File: src/rtl/seq_detect_prog_if.sv
// Config and serial-stream bundle for seq_detect_prog.
// The master side drives config and bits; the detector returns match/status.
interface seq_detect_prog_if #(
  parameter int MAX_LEN = 8,
  parameter int CNT_W   = 16
);
  localparam int LW = $clog2(MAX_LEN + 1);

  logic               cfg_we;
  logic [MAX_LEN-1:0] cfg_pattern;
  logic [LW-1:0]      cfg_len;
  logic               cfg_overlap;
  logic               cfg_err;
  logic               in_valid;
  logic               x;
  logic               match;
  logic [CNT_W-1:0]   match_count;

  modport master (
    output cfg_we, cfg_pattern, cfg_len, cfg_overlap, in_valid, x,
    input  cfg_err, match, match_count
  );

  modport slave (
    input  cfg_we, cfg_pattern, cfg_len, cfg_overlap, in_valid, x,
    output cfg_err, match, match_count
  );
endinterface

File: src/rtl/seq_detect_prog.sv
// Programmable serial bit-pattern detector with run-time pattern, length and
// overlap mode; flags and counts each occurrence in the qualified stream.
module seq_detect_prog #(
  parameter int                   MAX_LEN         = 8,
  parameter logic [MAX_LEN-1:0]   DEFAULT_PATTERN = 8'b0000_0110,
  parameter int                   DEFAULT_LEN     = 3,
  parameter int                   CNT_W           = 16,
  parameter bit                   MEALY           = 1'b0
) (
  input  logic              clk,
  input  logic              rst,
  seq_detect_prog_if.slave  bus
);
  localparam int LW = $clog2(MAX_LEN + 1);

  // Only MAX_LEN-1 history bits are needed: the current bit completes the window.
  logic [MAX_LEN-2:0] hist_reg, hist_next;
  logic [LW-1:0]      fill_reg, fill_next;
  logic [MAX_LEN-1:0] pat_reg,  pat_next;
  logic [LW-1:0]      len_reg,  len_next;
  logic               ovl_reg,  ovl_next;
  logic [CNT_W-1:0]   count_reg, count_next;
  logic               match_reg, match_next;
  logic               err_reg,  err_next;

  logic [MAX_LEN-1:0] window;
  logic [MAX_LEN-1:0] bit_ok;
  logic [LW:0]        fill_inc;
  logic               accept;
  logic               fill_ok;
  logic               hit;
  logic               cfg_ok;

  assign window   = {hist_reg, bus.x};
  assign fill_inc = {1'b0, fill_reg} + (LW+1)'(1);
  assign fill_ok  = fill_inc >= {1'b0, len_reg};
  assign accept   = bus.in_valid & ~bus.cfg_we & ~rst;
  assign cfg_ok   = (bus.cfg_len != '0) && (bus.cfg_len <= LW'(MAX_LEN));

  // Positions at or above len are don't-care, so they always compare true.
  genvar gi;
  generate
    for (gi = 0; gi < MAX_LEN; gi++) begin : g_cmp
      assign bit_ok[gi] = (LW'(gi) >= len_reg) || (window[gi] == pat_reg[gi]);
    end
  endgenerate

  assign hit = accept & fill_ok & (&bit_ok);

  always_comb begin
    hist_next  = hist_reg;
    fill_next  = fill_reg;
    pat_next   = pat_reg;
    len_next   = len_reg;
    ovl_next   = ovl_reg;
    count_next = count_reg;
    match_next = 1'b0;
    err_next   = 1'b0;
    if (bus.cfg_we) begin
      // A config cycle never consumes the offered bit, valid or not.
      if (cfg_ok) begin
        pat_next   = bus.cfg_pattern;
        len_next   = bus.cfg_len;
        ovl_next   = bus.cfg_overlap;
        hist_next  = '0;
        fill_next  = '0;
        count_next = '0;
      end else begin
        err_next = 1'b1;
      end
    end else if (bus.in_valid) begin
      hist_next = window[MAX_LEN-2:0];
      fill_next = (fill_reg == LW'(MAX_LEN)) ? fill_reg : fill_inc[LW-1:0];
      if (hit) begin
        match_next = 1'b1;
        count_next = (count_reg == '1) ? count_reg : count_reg + CNT_W'(1);
        if (!ovl_reg) fill_next = '0;
      end
    end
  end

  always_ff @(posedge clk) begin
    if (rst) begin
      hist_reg  <= '0;
      fill_reg  <= '0;
      pat_reg   <= DEFAULT_PATTERN;
      len_reg   <= LW'(DEFAULT_LEN);
      ovl_reg   <= 1'b1;
      count_reg <= '0;
      match_reg <= 1'b0;
      err_reg   <= 1'b0;
    end else begin
      hist_reg  <= hist_next;
      fill_reg  <= fill_next;
      pat_reg   <= pat_next;
      len_reg   <= len_next;
      ovl_reg   <= ovl_next;
      count_reg <= count_next;
      match_reg <= match_next;
      err_reg   <= err_next;
    end
  end

  assign bus.match       = MEALY ? hit : match_reg;
  assign bus.match_count = count_reg;
  assign bus.cfg_err     = err_reg;
endmodule

File: src/flat_wrapper.sv
// flat-port wrapper written by rule: the top's interface ports become plain ports
module seq_detect_prog_flat 
#(
  parameter int                   MAX_LEN         = 8,
  parameter logic [MAX_LEN-1:0]   DEFAULT_PATTERN = 8'b0000_0110,
  parameter int                   DEFAULT_LEN     = 3,
  parameter int                   CNT_W           = 16,
  parameter bit                   MEALY           = 1'b0
)
  (clk, rst, bus_cfg_we, bus_cfg_pattern, bus_cfg_len, bus_cfg_overlap, bus_in_valid, bus_x, bus_cfg_err, bus_match, bus_match_count);
  seq_detect_prog_if #(.MAX_LEN(MAX_LEN), .CNT_W(CNT_W)) bus_i ();
  input  logic clk;
  input  logic rst;
  input wire logic [$bits(bus_i.cfg_we)-1:0] bus_cfg_we;
  input wire logic [$bits(bus_i.cfg_pattern)-1:0] bus_cfg_pattern;
  input wire logic [$bits(bus_i.cfg_len)-1:0] bus_cfg_len;
  input wire logic [$bits(bus_i.cfg_overlap)-1:0] bus_cfg_overlap;
  input wire logic [$bits(bus_i.in_valid)-1:0] bus_in_valid;
  input wire logic [$bits(bus_i.x)-1:0] bus_x;
  output wire logic [$bits(bus_i.cfg_err)-1:0] bus_cfg_err;
  output wire logic [$bits(bus_i.match)-1:0] bus_match;
  output wire logic [$bits(bus_i.match_count)-1:0] bus_match_count;
  assign bus_i.cfg_we = bus_cfg_we;
  assign bus_i.cfg_pattern = bus_cfg_pattern;
  assign bus_i.cfg_len = bus_cfg_len;
  assign bus_i.cfg_overlap = bus_cfg_overlap;
  assign bus_i.in_valid = bus_in_valid;
  assign bus_i.x = bus_x;
  assign bus_cfg_err = bus_i.cfg_err;
  assign bus_match = bus_i.match;
  assign bus_match_count = bus_i.match_count;
  seq_detect_prog #(.MAX_LEN(MAX_LEN), .DEFAULT_PATTERN(DEFAULT_PATTERN), .DEFAULT_LEN(DEFAULT_LEN), .CNT_W(CNT_W), .MEALY(MEALY)) u_core (.clk(clk), .rst(rst), .bus(bus_i));
endmodule
File: config.mk
export PLATFORM = sky130hd
export DESIGN_NAME = seq_detect_prog_flat
export DESIGN_NICKNAME = d
export VERILOG_FILES = /design/src/rtl/seq_detect_prog_if.sv /design/src/rtl/seq_detect_prog.sv /design/src/flat_wrapper.sv
export SDC_FILE = /design/constraint.sdc
export NUM_CORES = 1
export LEC_CHECK = 0
export BUFFER_PORTS_ARGS = -buffer_cell sky130_fd_sc_hd__buf_2
export CORE_MARGIN = 2
export CORE_UTILIZATION = 35
export DETAILED_ROUTE_END_ITERATION = 7
export SYNTH_ARGS = -nofsm -noshare
export SYNTH_HDL_FRONTEND = slang
export SYNTH_SLANG_ARGS = --single-unit
export TNS_END_PERCENT = 10
File: constraint.sdc
create_clock -name clk -period 8.1 [get_ports clk]
set_input_delay 1.62 -clock clk [delete_from_list [all_inputs] [get_ports clk]]
set_output_delay 1.62 -clock clk [all_outputs]
set_load 0.01 [all_outputs]
# After elaboration in Yosys (flattened, before gate mapping)
# Cells that the tools add are included.
totals:
  register_bits: 42
  input_bits: 18
  wordCells: 73
op_classes:
  add_sub_neg: 2
  magnitude_cmp: 10
  eq_ne: 12
  n_mux: 16
  bitwise: 7
  n_reduce_logical: 18
ops:
  columns: ["op", "n"]
  rows:
  - ["2-to-1 mux 16 bit", 5]
  - ["2-to-1 mux 4 bit", 6]
  - ["2-to-1 mux 7 bit", 3]
  - ["adder 16 x 1 -> 16 bit (second input constant)", 1]
  - ["== test 16 bit (second input constant)", 1]
  - ["greater-or-equal comparator 3 x 4 -> 1 bit (first input constant)", 4]
  - ["== test 1 bit", 8]
  - ["greater-or-equal comparator 1 x 4 -> 1 bit (first input constant)", 2]
  - ["greater-or-equal comparator 2 x 4 -> 1 bit (first input constant)", 2]
  - ["logical OR 1 bit", 8]
  - ["AND reduction 8 bit", 1]
  - ["adder 4 x 1 -> 5 bit (second input constant)", 1]
  - ["greater-or-equal comparator 5 x 4 -> 1 bit", 1]
  - ["bitwise AND 1 bit", 4]
  - ["== test 4 bit (second input constant)", 1]
  - ["<= comparator 4 bit (second input constant)", 1]
  - ["AND reduction 2 bit", 2]
  - ["AND reduction 4 bit", 1]
  - ["nonzero test 2 bit", 2]
  - ["nonzero test 4 bit", 1]
  - ["inverter 1 bit", 3]
  - ["OR reduction 3 bit", 1]
  - ["2-to-1 mux 1 bit", 2]
  - ["!= test 2 x 1 -> 1 bit (second input constant)", 1]
  - ["3 further kinds", 3]

# Logic depth before layout (Yosys ltp)
# Gate-level depths: netlist (run 1).
depth:
  ltp_word: 8
  ltp_mapped: 13
  depth_no_buf: 10

# Worst setup path after synthesis (run 1)
# OpenSTA, ideal clock, no wires.
synth_path:
  kind: "input -> register"
  start: "input bus_cfg_we"
  end: "register u_core.count_reg[4] (netlist: u_core.bus.match_count[4])"
  setup_ps: 70
  arrival_time_ps: 3616
  path_slack_ps: 4414
  path_stages: 8
  n_path_buf: 2
  cell_sequence: "nor3b_4 o21ai_1 or4_1 or3_1 buf_2 buf_6 or4_1 a21oi_1"
synth_via:
  elab_chain_len: 7
synth_rtl:
  columns: ["item", "line_no", "rtl"]
  rows:
  - ["start: declaration", "flat_wrapper.sv:14", "input wire logic [$bits(bus_i.cfg_we)-1:0] bus_cfg_we;"]
  - ["inverter 1 bit (no line)", null, null]
  - ["bitwise AND 1 bit (2 in series)", "seq_detect_prog.sv:37", "assign accept = bus.in_valid & ~bus.cfg_we & ~rst;"]
  - ["bitwise AND 1 bit (2 in series)", "seq_detect_prog.sv:48", "assign hit = accept & fill_ok & (&bit_ok);"]
  - ["nonzero test 2 bit (no line)", null, null]
  - ["AND reduction 4 bit (no line)", null, null]
  - ["end signal: assignment", "seq_detect_prog.sv:98", "count_reg <= count_next;"]
  - ["end: declaration", "seq_detect_prog.sv:22", "logic [CNT_W-1:0] count_reg, count_next;"]
# Several ways; a longest one is shown, not always the timed one.
# A chain may end at the register's enable or synchronous reset.

# Final worst setup path (run 1)
layout_path:
  start: "input rst"
  end: "register u_core.count_reg[13] (netlist: u_core.bus.match_count[13])"
layout_via:
  elab_chain_len: 6
layout_rtl:
  columns: ["item", "line_no", "rtl"]
  rows:
  - ["start: declaration", "flat_wrapper.sv:13", "input logic rst;"]
  - ["inverter 1 bit", "seq_detect_prog.sv:37", null]
  - ["bitwise AND 1 bit", "seq_detect_prog.sv:37", null]
  - ["bitwise AND 1 bit (2 in series)", "seq_detect_prog.sv:48", null]
  - ["nonzero test 2 bit (no line)", null, null]
  - ["AND reduction 4 bit (no line)", null, null]
# Several ways; a longest one is shown, not always the timed one.

==> results of run 1 <==
-- per-layer routing --
| layer | vias to the layer above | GRT usage, % |
|---|---|---|
| li1 | 956 | - |
| met2 | 36 | 23.9 |
| met1 | 875 | 20.4 |
| met3 | 8 | 3.63 |
| met5 | - | 0 |
| met4 | 0 | 7.00 |
-- worst max-delay path by stage --
stage	endpoint	slack [ns]	depth (start not counted)
floorplan	u_core.bus.match_count[4]	4.41	8
global placement	u_core.bus.match_count[5]	3.75	7
detailed placement	u_core.bus.match_count[13]	3.68	7
CTS	u_core.bus.match_count[13]	4.00	7
global route	u_core.bus.match_count[13]	3.81	7
finish	u_core.bus.match_count[13]	3.96	7
-- cell usage after synthesis (2+ instances only) --
cell type	count	area [um^2]
a211o_1	4	35.0
a211oi_1	2	15.0
a21oi_1	20	100
a22o_1	7	61.3
a31oi_1	2	12.5
and3_1	10	62.6
clkbuf_1	9	33.8
dfxtp_1	42	841
ha_1	7	87.6
inv_1	7	26.3
mux2i_1	7	70.1
nand2_1	10	37.5
nand2b_1	6	37.5
nand3_1	13	65.1
nand4_1	3	18.8
nor2_1	13	48.8
nor3_1	2	10.0
nor3b_1	2	15.0
o211ai_1	5	37.5
o21ai_0	4	20.0
o22ai_1	2	12.5
o31ai_1	11	82.6
or3_1	5	31.3
or4_1	13	97.6
xnor2_1	8	70.1
-- power groups by stage --
stage                     combinational, W  clock (W)  sequential (W)
after floorplan                  0.0000448          0        0.000226
after global placement           0.0000595          0        0.000228
after detailed placement         0.0000601          0        0.000229
after CTS                        0.0000602   0.000168        0.000224
after global routing             0.0000675   0.000178        0.000224
final                            0.0000600   0.000163        0.000224
-- layout by cell type (no fill, tap or decap), types with 6 or more instances in the layout --
cell	n
mux2i_1	7
or4_1	13
nand2b_1	6
a22o_1	7
ha_1	7
xnor2_1	8
inv_1	7
nor2_1	13
dfxtp_1	42
nand3_1	13
nand2_1	10
a21oi_1	20
and3_1	10
o31ai_1	11
buf_2	35
-- area by class of cell --
class / count / area, um^2 / share of cell area [%]
clock buffers: 7 / 76.3 / 3.14
flip-flops and latches: 42 / 841 / 34.6
clock inverters: 1 / 30.0 / 1.24
multi-input cells: 174 / 1190 / 48.8
inverters: 7 / 26.3 / 1.08
repair buffers: 35 / 175 / 7.21
well taps: 75 / 93.8 / 3.86
-- per-stage QoR --
stage | setup slack, ns | cells | area (um^2) | util (%)
2_1_floorplan | 4.41 | 235 | 2110 | -
3_5_place_dp | 3.68 | 333 | 2320 | 39.5
6_report | 3.96 | 341 | 2430 | 41.3
4_1_cts | 4.00 | 341 | 2430 | 41.3
5_1_grt | 3.81 | 341 | 2430 | 41.3
3_3_place_gp | 3.75 | 333 | 2320 | 39.5
-- worst max-delay path, cell delays in order --
cell     delay [ns]
buf_2          0.23
nor3b_4        0.43
o21ai_1        0.12
or4_1          0.43
or3_1          0.72
or4_1          0.64
a21oi_1        0.16
-- logic make-up (layout without fill, tap and decap cells) --
family | after synthesis | count (layout) | synth area share (%)
adder cells (fa/ha/maj) | 7 | 7 | 4.16
AO/OA/AOI/OAI | 66 | 66 | 21.4
XOR/XNOR | 9 | 9 | 3.74
multiplexers | 7 | 7 | 3.33
buffers and inverters | 19 | 50 | 3.80
AND/OR/NAND/NOR | 85 | 85 | 23.7
flip-flops | 42 | 42 | 39.9
==> out/results.ini, run 1 <==
[outcome]
outcome=complete, no violations

[place]
gp_congestion=0.786
dp_hpwl_um=3450
io_buffer_count=35

[power]
combinationalPowerShare_pct=13.4
netSwitchingFraction_pct=25.1
p_sw_w=0.000112
vdd_drop_max_uv=118
leakage_nw=0.986
p_int_w=0.000335
powerDensity_nw_per_um2=184
finalPower_w=0.000447
p_clk_share_pct=36.5
pwr-share-seq_pct=50.1

[worst_hold_path]
hold_end=u_core.bus.match_count[14]
min_from=u_core.bus.match_count[14]
whs_path_depth=2
hold_class=flip-flop to flip-flop

[sta]
rsz0062_at_grt=no
fin_tns_setup_ns=0
finalSetupViolations=0
max-slew-margin-rel_pct=36.8
fin_hold_ws_ns=0.494
post-route-period-util_pct=51.1
finalHoldViolCount=0
fin_crit_ns=4.14
drv_slew=0
max_freq_mhz=242
worst_pin_slew_ns=0.948
fin_skew_ns=0.00466

[floorplan]
core_area_um2=5890
dieHeight_um=81.6
die_x_um=81.6
dieArea_um2=6660
io_pins=36
initial_core_util_pct=35.8
num_rows=28

[clocking]
ctsResizeCount=0
cts.sinks=42
clk_pin_slew_ns=0.08
htree_levels=2
clockRootBuffer=clkbuf_8
cts_buffer_depth=2
clk_latency_ns=0.30
numCtsBuffers=5
cts_tree=done
cts_hold_buf=0
post-cts-setup-buffer-count=0

[worst_setup_path]
r2r_cells=8
rr_startpoint=u_core.fill_reg[0]
cp-end-kind=flip-flop
cp_max_fo=33
crit_type=primary input to flip-flop
crit_path_start_kind=primary input
r2r_end=u_core.bus.match_count[13]
crit_arrival_ns=4.36
rrSetupSlack_ns=5.09
required_ns=8.32
startpoint=rst

[yosys]
syn_inst=235
synth.avg_cell_area_um2=8.97
syn-cell-area_um2=2110
syn_nets=260
synth-seq-cells=42
synthFlopType=dfxtp_1
ys_types=46
synth_warnings=0
seq_area_frac_synth_pct=39.9
synth_edf_count=0
synth_async_sr_flop_share_pct=0

[route]
drt-initial-drc-count=89
route.met2.wl_um=2160
top_layer_used=met4
drc=0
wl_um=4880
post_drt_wl_per_cell_um=14.3
wl_met3_um=223
first_pass_iters=4
viasPerCell=5.50
wl_met1_um=2410
ant_nets=0
vias=1875

[finish]
antennaDiodeCount=0
drive_above_1_share_pct=16.5
area_growth_syn_to_layout_pct=15.3
n_fill_cell=617
nNetsFinal=290
largest_reg_flops=16

[job]
cap_violations=0

[grt]
grt_overflow=0
grt_max_degree=34
antenna_found_initial=0
gr-usage-all-layers_pct=15.4
grt_pass1_vias=1627
grt_pass1_wl_um=7900

Power figures use the tool's default switching activity.
==> run 2, diff against run 1 <==
clock period = 3.4 ns   (was 8.1 ns; I/O delays follow)
==> run 2 against run 1 <==
Sequential power increased by 140%. Sequential share of layout area decreased by 0.42 points. Final area increased by 1.2%. Critical path depth increased by 2. Die area unchanged. Clock power increased by 100%. Hold slack improved by 0.0037 ns. Cell count increased by 1.8%. Count of clock-buffer cells in the layout unchanged. Total power increased by 130%. Largest power group unchanged.
==> out/results.ini, run 2 (synthesis results as in run 1) <==
[outcome]
outcome=complete, no violations

[route]
ant_nets=0  ; unchanged
viasPerCell=5.37  ; -2.3%
drc=0  ; unchanged
drt-initial-drc-count=110  ; +24%
post_drt_wl_per_cell_um=13.8  ; -3.2%
vias=1865  ; -0.53%
wl_um=4800  ; -1.5%
first_pass_iters=4  ; unchanged

[clocking]
cts_tree=done
cts.sinks=42  ; unchanged
ctsResizeCount=0  ; unchanged
clk_pin_slew_ns=0.08  ; about the same
htree_levels=2  ; unchanged
clockRootBuffer=clkbuf_8
cts_buffer_depth=2  ; unchanged
cts_hold_buf=0  ; unchanged
numCtsBuffers=5  ; unchanged
post-cts-setup-buffer-count=0  ; unchanged
clk_latency_ns=0.29  ; about the same

[grt]
grt_max_degree=34  ; unchanged
grt_pass1_vias=1623  ; -0.25%
grt_overflow=0  ; unchanged
gr-usage-all-layers_pct=15.1  ; -0.35 points
antenna_found_initial=0  ; unchanged
grt_pass1_wl_um=7700  ; -2.5%

[sta]
finalHoldViolCount=0  ; unchanged
max_freq_mhz=373
fin_tns_setup_ns=0  ; unchanged
post-route-period-util_pct=78.8
fin_hold_ws_ns=0.498  ; +0.00373 ns
fin_skew_ns=0.00394  ; -0.000714 ns
drv_slew=0  ; unchanged
fin_crit_ns=2.68
rsz0062_at_grt=no
worst_pin_slew_ns=0.712  ; -0.235 ns
max-slew-margin-rel_pct=52.3  ; +16 points
finalSetupViolations=0  ; unchanged

[floorplan]
num_rows=28  ; unchanged
core_area_um2=5890  ; unchanged
io_pins=36  ; unchanged
dieHeight_um=81.6  ; unchanged
die_x_um=81.6  ; unchanged
initial_core_util_pct=35.8  ; unchanged
dieArea_um2=6660  ; unchanged

[worst_hold_path]
hold_class=flip-flop to flip-flop

[worst_setup_path]
cp_max_fo=33  ; unchanged
crit_arrival_ns=2.90  ; -1.46 ns
cp-end-kind=flip-flop
crit_path_start_kind=flip-flop
crit_type=flip-flop to flip-flop
required_ns=3.62  ; -4.70 ns

[place]
place_inst=339  ; +1.8%
gp_congestion=0.771  ; -1.9%
dp_hpwl_um=3450  ; about the same
io_buffer_count=35  ; unchanged

[finish]
nNetsFinal=296  ; +2.1%
largest_reg_flops=16  ; unchanged
antennaDiodeCount=0  ; unchanged
final_core_util_pct=41.8  ; +0.51 points
final_cell_mix=dfxtp_1, buf_2, a21oi_1
area_growth_syn_to_layout_pct=16.7
drive_above_1_share_pct=18.8  ; +2.2 points
fin_cells=347  ; +1.8%
layout_commonest_cell=dfxtp_1

[power]
leakage_nw=1.01  ; +2.5%
powerDensity_nw_per_um2=411  ; +120%
vdd_drop_max_uv=221  ; +87%

[job]
cap_violations=0  ; unchanged

## run 2: critical path, cell delays in order (launching register included)
cell and delay, ns:
dfxtp_1 0.41, inv_1 0.08, ha_1 0.32, ha_1 0.28, a211oi_1 0.06, o21a_1 0.20
or3_1 0.34, buf_4 0.23, or4_1 0.52, a21oi_1 0.15
## run 2: per-stage QoR
stage | total power (W) | instance area [um^2] | worst slack, ns
2_1_floorplan | 0.000645 | 2110 | 0.654
3_3_place_gp | 0.000688 | 2370 | 0.559
3_5_place_dp | 0.000690 | 2370 | 0.498
4_1_cts | 0.00103 | 2460 | 0.717
5_1_grt | 0.00107 | 2460 | 0.488
6_report | 0.00101 | 2460 | 0.721
## run 2: layer usage
| metal | vias to the layer above | routed length (um) | track usage, % |
|---|---|---|---|
| li1 | 964 | - | - |
| met1 | 858 | 2480 | 20.9 |
| met2 | 36 | 2050 | 22.2 |
| met3 | 7 | 192 | 3.52 |
| met4 | 0 | 88 | 6.67 |
| met5 | - | 0 | 0 |
## run 2: where the power goes
| group | switching (W) | internal (W) | total (W) |
|---|---|---|---|
| registers | 0.0000212 | 0.000510 | 0.000532 |
| logic | 0.0000767 | 0.0000695 | 0.000146 |
| clock network | 0.000168 | 0.000164 | 0.000331 |
| total | 0.000265 | 0.000744 | 0.00101 |
## run 2: path summary, 6_finish.rpt
path / start / to / slack [ns] / cells past startpoint
setup reg to reg: u_core.fill_reg[0] / u_core.bus.match_count[6] / 0.72 / 9
hold / removal: u_core.bus.match_count[14] / u_core.bus.match_count[14] / 0.50 / 2
setup / recovery: u_core.fill_reg[0] / u_core.bus.match_count[6] / 0.72 / 9
hold reg to reg: u_core.bus.match_count[14] / u_core.bus.match_count[14] / 0.50 / 2
## run 2: cell type report
cell class,count,area [um^2]
clock buffers,7,86.3
clock inverters,1,5.00
fillers,626,3430
inverters,7,26.3
multi-input cells,174,1190
flip-flops and latches,42,841
well taps,75,93.8
repair buffers,41,220
